## config.mk

```make
export PLATFORM = sky130hd
export DESIGN_NAME = issue_stage
export DESIGN_NICKNAME = d
export VERILOG_FILES = /design/src/rtl/issue_stage.sv
export SDC_FILE = /design/constraint.sdc
export NUM_CORES = 2
export LEC_CHECK = 0
export CORE_AREA = 3 3 415 417
export CTS_CLUSTER_DIAMETER = 60
export DETAILED_ROUTE_END_ITERATION = 6
export DIE_AREA = 0 0 418 420
export DONT_BUFFER_PORTS = 1
export PLACE_DENSITY_LB_ADDON = 0.15
export SETUP_SLACK_MARGIN = 0.1
export SLEW_MARGIN = 20
export SYNTH_ARGS = -nofsm -noshare
export SYNTH_HDL_FRONTEND = slang
export SYNTH_SLANG_ARGS = --single-unit
```

## constraint.sdc

```tcl
create_clock -name clk -period 5.5 [get_ports clk]
set_input_delay 0.275 -clock clk [delete_from_list [all_inputs] [get_ports clk]]
set_output_delay 0.275 -clock clk [all_outputs]
set_load 0.05 [all_outputs]
```

## src/rtl/issue_stage.sv

```systemverilog
// Dual-issue dispatch stage: holds one decoded pair, checks it against a per-register
// latency scoreboard and routes it to the even/odd pipes, splitting or stalling as needed.
//
// state  | meaning
// EMPTY  | no held instruction; accepting a new pair
// PAIR   | H0/H1 held; dual, single or no issue this cycle
// SINGLE | only H0 held (younger half of a split pair)
module issue_stage #(
    parameter int NREG = 128,
    parameter int AW   = 7,
    parameter int LW   = 3
) (
    input  logic          clk,
    input  logic          reset,
    input  logic          in_valid,
    output logic          in_ready,
    input  logic [31:0]   in_instr0,
    input  logic [31:0]   in_instr1,
    input  logic          in_odd0,
    input  logic          in_odd1,
    input  logic [LW-1:0] in_lat0,
    input  logic [LW-1:0] in_lat1,
    input  logic          in_rw0,
    input  logic          in_rw1,
    input  logic [AW-1:0] in_rt0,
    input  logic [AW-1:0] in_rt1,
    input  logic [AW-1:0] in_ra0,
    input  logic [AW-1:0] in_rb0,
    input  logic [AW-1:0] in_rc0,
    input  logic [AW-1:0] in_ra1,
    input  logic [AW-1:0] in_rb1,
    input  logic [AW-1:0] in_rc1,
    input  logic [2:0]    in_use0,
    input  logic [2:0]    in_use1,
    input  logic          branch_taken,
    output logic [31:0]   instr_even,
    output logic [31:0]   instr_odd,
    output logic          first_odd,
    output logic          stall
);

    typedef struct packed {
        logic [31:0]   instr;
        logic          odd;
        logic [LW-1:0] lat;
        logic          rw;
        logic [AW-1:0] rt;
        logic [AW-1:0] ra;
        logic [AW-1:0] rb;
        logic [AW-1:0] rc;
        logic [2:0]    use_bits;
    } slot_t;

    typedef enum logic [1:0] {EMPTY, PAIR, SINGLE} state_t;

    state_t        state;
    slot_t         h0, h1, in0, in1;
    logic [LW-1:0] sb_cnt [NREG];

    logic h0_ready, h1_ready, raw_in_pair, waw_in_pair, dual_ok;
    logic issue0, issue1, hold_stall, capture;

    assign in0 = '{instr: in_instr0, odd: in_odd0, lat: in_lat0, rw: in_rw0, rt: in_rt0,
                   ra: in_ra0, rb: in_rb0, rc: in_rc0, use_bits: in_use0};
    assign in1 = '{instr: in_instr1, odd: in_odd1, lat: in_lat1, rw: in_rw1, rt: in_rt1,
                   ra: in_ra1, rb: in_rb1, rc: in_rc1, use_bits: in_use1};

    assign h0_ready = (!h0.use_bits[2] || sb_cnt[h0.ra] == '0) &&
                      (!h0.use_bits[1] || sb_cnt[h0.rb] == '0) &&
                      (!h0.use_bits[0] || sb_cnt[h0.rc] == '0);
    assign h1_ready = (!h1.use_bits[2] || sb_cnt[h1.ra] == '0) &&
                      (!h1.use_bits[1] || sb_cnt[h1.rb] == '0) &&
                      (!h1.use_bits[0] || sb_cnt[h1.rc] == '0);

    // The scoreboard cannot see the older slot's result yet, so intra-pair deps are explicit.
    assign raw_in_pair = h0.rw && ((h1.use_bits[2] && h1.ra == h0.rt) ||
                                   (h1.use_bits[1] && h1.rb == h0.rt) ||
                                   (h1.use_bits[0] && h1.rc == h0.rt));
    assign waw_in_pair = h0.rw && h1.rw && (h0.rt == h1.rt);
    assign dual_ok     = (h0.odd != h1.odd) && h0_ready && h1_ready &&
                         !raw_in_pair && !waw_in_pair;

    always_comb begin
        issue0     = 1'b0;
        issue1     = 1'b0;
        hold_stall = 1'b0;
        case (state)
            PAIR: begin
                if (dual_ok) begin
                    issue0 = 1'b1;
                    issue1 = 1'b1;
                end else if (h0_ready) begin
                    issue0 = 1'b1;
                end else begin
                    hold_stall = 1'b1;
                end
            end
            SINGLE: begin
                if (h0_ready) issue0 = 1'b1;
                else          hold_stall = 1'b1;
            end
            default: ;
        endcase
    end

    assign in_ready = (state == EMPTY) || (state == PAIR && dual_ok) ||
                      (state == SINGLE && h0_ready);
    assign capture  = in_valid && in_ready && !branch_taken;

    // Flushed instructions never issue, so they must not reserve their destinations.
    always_ff @(posedge clk or negedge reset) begin
        if (!reset) begin
            for (int i = 0; i < NREG; i++) sb_cnt[i] <= '0;
        end else begin
            for (int i = 0; i < NREG; i++) begin
                if (issue1 && !branch_taken && h1.rw && h1.rt == AW'(i))
                    sb_cnt[i] <= h1.lat;
                else if (issue0 && !branch_taken && h0.rw && h0.rt == AW'(i))
                    sb_cnt[i] <= h0.lat;
                else if (sb_cnt[i] != '0)
                    sb_cnt[i] <= sb_cnt[i] - 1'b1;
            end
        end
    end

    always_ff @(posedge clk or negedge reset) begin
        if (!reset) begin
            state      <= EMPTY;
            h0         <= '0;
            h1         <= '0;
            instr_even <= '0;
            instr_odd  <= '0;
            first_odd  <= 1'b0;
            stall      <= 1'b0;
        end else begin
            instr_even <= '0;
            instr_odd  <= '0;
            first_odd  <= 1'b0;
            stall      <= 1'b0;
            if (branch_taken) begin
                state <= EMPTY;
            end else begin
                stall <= hold_stall;
                if (issue0) begin
                    if (h0.odd) instr_odd  <= h0.instr;
                    else        instr_even <= h0.instr;
                    first_odd <= h0.odd;
                end
                if (issue1) begin
                    if (h1.odd) instr_odd  <= h1.instr;
                    else        instr_even <= h1.instr;
                end
                if (capture) begin
                    h0    <= in0;
                    h1    <= in1;
                    state <= PAIR;
                end else if (state == PAIR && issue0 && !issue1) begin
                    h0    <= h1;
                    state <= SINGLE;
                end else if (issue0) begin
                    state <= EMPTY;
                end
            end
        end
    end

endmodule

```

# ---- After elaboration in Yosys (flattened, before gate mapping)
# Cells that the tools add are included.
dict set report word_totals {
  ff_bits 588
  output_inout_bits 67
  elab_cells 1551
}
dict set report op_classes {
  reduce_logical 569
  n_eq_ne 261
  mux 429
  n_bitwise 7
  order_cmp 6
  add_sub_neg 128
}
# cell count
set ops {}
lappend ops {{3-bit two-way mux} 396}
lappend ops {{7-bit equality test (second input constant)} 128}
lappend ops {{3-bit nonzero test} 256}
lappend ops {{7-bit by 6-bit equality test with 1-bit output (second input constant)} 64}
lappend ops {{3-bit by 1-bit subtractor with 3-bit output (second input constant)} 128}
lappend ops {{32-bit two-way mux} 10}
lappend ops {{1-bit logical AND} 280}
lappend ops {{7-bit by 5-bit equality test with 1-bit output (second input constant)} 32}
lappend ops {{68-bit two-way mux} 2}
lappend ops {{3-bit binary-select mux with 7-bit select} 6}
lappend ops {{7-bit by 4-bit equality test with 1-bit output (second input constant)} 16}
lappend ops {{7-bit by 3-bit equality test with 1-bit output (second input constant)} 8}
lappend ops {{8-bit greater-or-equal comparator (second input constant)} 6}
lappend ops {{7-bit inverter with 8-bit output} 6}
lappend ops {{7-bit by 2-bit equality test with 1-bit output (second input constant)} 4}
lappend ops {{7-bit equality test} 4}
lappend ops {{3-bit logical NOT} 6}
lappend ops {{7-bit by 1-bit equality test with 1-bit output (second input constant)} 2}
lappend ops {{7-bit logical NOT} 2}
lappend ops {{1-bit logical NOT} 10}
lappend ops {{1-bit logical OR} 10}
lappend ops {{1-bit two-way mux} 9}
lappend ops {{2-bit two-way mux} 4}
lappend ops {{1-bit one-hot mux with 2 select lines} 2}
lappend ops {{8 further kinds} 9}

# ---- Logic depth before layout (Yosys ltp)
dict set report depth {
  ltp_word 19
  ltp_mapped 18
  mapped_depth_nobuf 10
}

# ---- Worst setup path before layout
# Ideal clock, no wire load.
dict set report synth_path {
  kind {register -> register}
  startpoint {reg h1[10] in the netlist's numbering}
  endpoint {reg state[1]}
  required_time_ns 5.331
  setup_slack_ns 1.716
  arrival_time_ns 3.615
  path_stages_with_launch 13
  n_path_buf 3
  path_cell_list {dfrtp_1 buf_4 buf_4 mux4_2 a2111oi_0 nor3_1 o41ai_1 and4bb_2 o2111a_1 buf_2 a21oi_1 o21bai_1 a211oi_1}
}
dict set report synth_between {
  elab_chain_len 18
  word_cells_on_any_way 33
  classes_between {1 x eq/ne; 10 x mux; 1 x bitwise; 21 x reduce/logical}
}
# item line_no
set synth_rtl {}
lappend synth_rtl {{start: declaration} 57} ;# slot_t h0, h1, in0, in1;
lappend synth_rtl {{start signal: assignment} 155} ;# h1 <= in1;
lappend synth_rtl {{7-bit inverter with 8-bit output (implied by the code)} 72} ;# (!h1.use_bits[1] || sb_cnt[h1.rb] == '0) &&
lappend synth_rtl {{3-bit binary-select mux with 7-bit select} 72}
lappend synth_rtl {{3-bit two-way mux (implied by the code) (2 in series)} 72}
lappend synth_rtl {{3-bit logical NOT} 72}
lappend synth_rtl {{1-bit logical OR} 72}
lappend synth_rtl {{1-bit logical AND} 71} ;# assign h1_ready = (!h1.use_bits[2] || sb_cnt[h1.ra] == '0) &&
lappend synth_rtl {{1-bit logical AND} 72}
lappend synth_rtl {{1-bit logical AND} 80} ;# assign dual_ok = (h0.odd != h1.odd) && h0_ready && h1_ready &&
lappend synth_rtl {{1-bit logical AND *} 80}
lappend synth_rtl {{1-bit logical AND *} 81} ;# !raw_in_pair && !waw_in_pair;
lappend synth_rtl {{1-bit logical AND *} 106} ;# assign in_ready = (state == EMPTY) || (state == PAIR && dual_ok) ||
lappend synth_rtl {{1-bit logical OR * (2 in series)} 106}
lappend synth_rtl {{net in_ready} 16} ;# output logic in_ready,
lappend synth_rtl {{1-bit logical AND * (2 in series)} 108} ;# assign capture = in_valid && in_ready && !branch_taken;
lappend synth_rtl {{2-bit two-way mux} 153} ;# if (capture) begin
lappend synth_rtl {{2-bit two-way mux} 140} ;# if (branch_taken) begin
lappend synth_rtl {{end signal: assignment} 141} ;# state <= EMPTY;
lappend synth_rtl {{end signal: assignment} 156} ;# state <= PAIR;
lappend synth_rtl {{end signal: assignment} 159} ;# state <= SINGLE;
lappend synth_rtl {{end: declaration} 56} ;# state_t state;
# The timed path passes the listed nets; every way through them passes the cells marked *. The select of a mux whose other input is x is not followed.
# A chain may end at the register's enable or synchronous reset.

# ---- Worst setup path in the final report
dict set report layout_path {
  startpoint {reg h0[10] in the netlist's numbering}
  endpoint {reg instr_even[1]}
}
dict set report layout_between {
  elab_chain_len 18
  word_cells_on_any_way 21
  classes_between {12 x mux; 1 x bitwise; 8 x reduce/logical}
}
# item line_no
set layout_rtl {}
lappend layout_rtl {{start: declaration} 57}
lappend layout_rtl {{start signal: assignment} 154} ;# h0 <= in0;
lappend layout_rtl {{7-bit inverter with 8-bit output (implied by the code) *} 69} ;# (!h0.use_bits[1] || sb_cnt[h0.rb] == '0) &&
lappend layout_rtl {{3-bit binary-select mux with 7-bit select *} 69}
lappend layout_rtl {{3-bit two-way mux (implied by the code) * (2 in series)} 69}
lappend layout_rtl {{3-bit logical NOT *} 69}
lappend layout_rtl {{1-bit logical OR *} 69}
lappend layout_rtl {{1-bit logical AND *} 68} ;# assign h0_ready = (!h0.use_bits[2] || sb_cnt[h0.ra] == '0) &&
lappend layout_rtl {{1-bit logical AND *} 69}
lappend layout_rtl {{1-bit logical AND (3 in series)} 80}
lappend layout_rtl {{1-bit logical AND} 81}
lappend layout_rtl {{1-bit two-way mux} 89} ;# if (dual_ok) begin
lappend layout_rtl {{1-bit one-hot mux with 2 select lines} 87} ;# case (state)
lappend layout_rtl {{32-bit two-way mux} 144} ;# if (issue0) begin
lappend layout_rtl {{32-bit two-way mux} 150} ;# if (h1.odd) instr_odd <= h1.instr;
lappend layout_rtl {{32-bit two-way mux *} 149} ;# if (issue1) begin
lappend layout_rtl {{32-bit two-way mux *} 140}
lappend layout_rtl {{end signal: assignment} 146} ;# else instr_even <= h0.instr;
lappend layout_rtl {{end signal: assignment} 151} ;# else instr_even <= h1.instr;
lappend layout_rtl {{end: declaration} 36} ;# output logic [31:0] instr_even,
# Every way passes the cells marked *; elsewhere a longest branch is shown, timed or not. The select of a mux whose other input is x is not followed.

==> results.sh <==
export IMPL_grt_pass1_wl_um=327000
export IMPL_p_sw_frac=0.480
export IMPL_design_area_mm2=0.0589
export IMPL_hold_class="input port to async pin"
export IMPL_yosysWarnings=0
export IMPL_grt_pass1_vias=42815
export IMPL_synth_ff_type="dfrtp_1"
export IMPL_antenna_found_initial=13
export IMPL_die_h_um=420
export IMPL_ys_ff_latch=588
export IMPL_pwr_density_cell_mw_per_mm2=710
export IMPL_p_clk_frac=0.147
export IMPL_finalSetupViolations=0
export IMPL_tritoncts="done"
export IMPL_ir_drop_mv=0.574
export IMPL_layout_setup_ws_ps=215
export IMPL_syn_inst=5065
export IMPL_fin_tns_setup_ps=0
export IMPL_yosys_area_top_type="dfrtp_1"
export IMPL_gp_congestion=1.01
export IMPL_path_depth=12
export IMPL_layout_drive_gt1_share=0.302
export IMPL_syn_to_final_growth_pct=16.8
export IMPL_dr_first_iter_drc_count=4342
export IMPL_leakagePower_nw=24.3
export IMPL_fin_nets=5595
export IMPL_ys_top_cells_by_area="dfrtp_1 29%, mux2_2 20%, mux4_2 10%"
export IMPL_synth_top_family_by_area="multiplexers"
export IMPL_synth_edf_count=0
export IMPL_slew_violations=0
export IMPL_comb_power_share=0.593
export IMPL_crit_fanout=32
export IMPL_synthXorXnorAreaFrac=0.0273
export IMPL_pre_cts_ws_ps=484
export IMPL_crit_chain="mux4_2 -> mux4_2 -> nand2_1 -> o2111ai_1 -> o311ai_1 -> o32ai_1 -> or3_1 -> or3_1 -> buf_4 -> a2bb2oi_1 -> nor2_1 -> dlygate4sd3_1"
export IMPL_grt_max_degree=589
export IMPL_cts_max_level=3
export IMPL_synth_compound_area_frac=0.0825
export IMPL_crit_buf_inv=2
export IMPL_slew_headroom=0.184
export IMPL_cp_top_family="simple AND/OR/NAND/NOR gates"
export IMPL_avgSynthCellArea_um2=9.96
export IMPL_synth_top_area_frac=0.292
export IMPL_ys_types=84
export IMPL_slowest_stage="dfrtp_4"
export IMPL_grt_use_total=0.258
export IMPL_vias_per_cell=5.79
export IMPL_postCtsSetupRepairBufs=0
export IMPL_hpwlAfterDp_um=163000
export IMPL_clk_pin_slew_worst_paths_ps=60
export IMPL_internal_power_mw=21.8
export IMPL_port_buffers=0
export IMPL_gr_total_overflow=0
export IMPL_drcViolationCount=0
export IMPL_holdWs_ps=88.3
export IMPL_fin_skew_ps=64.0
export IMPL_hold_viol=0
export IMPL_firstDrtPassIters=5
export IMPL_ys_seq_area_frac=0.292
export IMPL_dpl_cell_area_mm2=0.0542
export IMPL_core_area_mm2=0.169
export IMPL_cp_required_ps=6170
export IMPL_async_flop_share=1.00
export IMPL_cap_viol_max_count=0
export IMPL_io_pins=207
export IMPL_cts_root_buf="clkbuf_16"
export IMPL_clock_sinks=588
export IMPL_drt_total_wl_um=233000
export IMPL_worst_ep_arrival_time_ps=5950
export IMPL_fin_util=0.349
export IMPL_stdcell_count=7499
export IMPL_slowest_delay_ps=780
export IMPL_status="finished clean"
export IMPL_rsz0062_at_grt="no"
export IMPL_synth_nets=5464
export IMPL_fin_crit_ps=5280
export IMPL_setup_worst_path_end_class="flop"
export IMPL_total_power_mw=41.8
export IMPL_path_class="flop to flop"
export IMPL_start_util=0.298
export IMPL_num_rows=151
export IMPL_syn_area_mm2=0.0505
export IMPL_ant_nets=0
export IMPL_min_period_over_period=0.961
export IMPL_synthMuxAreaShare=0.339
export IMPL_clock_path_buffers=3
export IMPL_netSwitchingPower_mw=20.1
export IMPL_numCtsBuffers=89
export IMPL_layout_commonest_cell="mux2_2"
export IMPL_layout_common_cells="879 x mux2_2, 565 x dfrtp_1, 516 x nor2_1"
export IMPL_die_w_um=418
export IMPL_worstSkewPairLatency_ps=740
export IMPL_fmax_mhz=189
export IMPL_critPathLaunchType="flop"
export IMPL_worst_pin_slew_ps=1220
export IMPL_routedWlPerCell_um=31.0
export IMPL_r2r_cells=12
export IMPL_synthAdderAreaFrac=0.0642
export IMPL_placedCellCount=7177
export IMPL_synth_simple_gate_area_frac=0.141
export IMPL_die_area_mm2=0.176
export IMPL_seqPwrFrac=0.260
export IMPL_vias=43450
registers in the layout, summed over array words and instances, names as in the netlist:
| signal | count |
|---|---|
| first_odd | 1 |
| state | 2 |
| h0 | 68 |
| h1 | 68 |
| sb_cnt | 384 |
| stall | 1 |
| instr_even | 32 |
| instr_odd | 32 |
routing by layer:
| layer | up-vias | track usage | part of all wire | wire (um) |
|---|---|---|---|---|
| li1 | 18758 | - | - | - |
| met1 | 22156 | 0.326 | 0.41 | 94600 |
| met2 | 1951 | 0.409 | 0.46 | 106000 |
| met3 | 581 | 0.0566 | 0.075 | 17600 |
| met4 | 4 | 0.141 | 0.063 | 14500 |
| met5 | - | 0 | 0.00012 | 27 |
worst paths after layout:
kind,startpoint,to,slack [ps]
max in group asynchronous,reset,sb_cnt[314],3010
setup / recovery,h0[10],instr_even[1],220
hold / removal,reset,instr_odd[17],90
min in group clk,branch_taken,instr_odd[18],90
setup reg to reg,h0[10],instr_even[1],220
hold reg to reg,h0[67],instr_odd[31],520
what timing repair did:
| item | 4_1_cts | 5_1_grt |
|---|---|---|
| endpoints found under the hold margin | 778 | 205 |
| resized for setup | 0 | 3 |
| setup endpoints to repair | 0 | 2 |
| hold buffers | 140 | 2 |
worst reg2reg max path: cells and delay by family (launching register included):
family                 cells  cell delay, ps
AOI/OAI and AO/OA          4            1170
and+or+nand+nor            4            1210
DFF                        1             780
muxes                      2            1180
buffers and inverters      2             880
area by class of cell:
type | instances | area (um^2)
inverter | 332 | 1250
antenna | 9 | 22.5
clock inverter | 51 | 706
sequential | 588 | 14800
timing repair buffer | 382 | 3750
fill | 17036 | 110000
clock buffer | 116 | 2460
multi-input combinational | 3803 | 33200
tap | 2218 | 2780
kinds of logic after synthesis:
logic type	count (synthesis)
and+or+nand+nor	1460
muxes	1308
buffers and inverters	674
AOI/OAI and AO/OA	619
DFF	588
adders and majority gates	259
xor gates and xnor gates	157
power by group through the flow:
stage	Combinational [mW]	Sequential [mW]	Clock [mW]
4_1_cts	24.3	10.7	6.32
5_1_grt	26.4	11.0	6.49
2_1_floorplan	17.6	8.17	0
3_5_place_dp	24.1	10.7	0
3_3_place_gp	23.9	10.7	0
6_report	24.8	10.9	6.16
synthesized netlist by cell type (15+ instances only):
library cell and instances:
a2111oi_0 25, a211oi_1 56, a21oi_1 261, a221oi_1 17
a22o_1 26, a2bb2oi_1 33, a311oi_1 17, a31oi_1 23
buf_1 36, buf_2 84, buf_4 15, clkbuf_1 202
dfrtp_1 588, ha_1 259, inv_1 322, mux2_1 36
mux2_2 879, mux2i_1 162, mux4_2 231, nand2_1 93
nand2b_1 184, nand3_1 153, nand4_1 27, nor2_1 525
nor2b_1 17, nor3_1 308, nor4_1 45, o21ai_0 28
o22ai_1 20, or2_2 25, xnor2_1 151
Power figures use the tool's default switching activity.
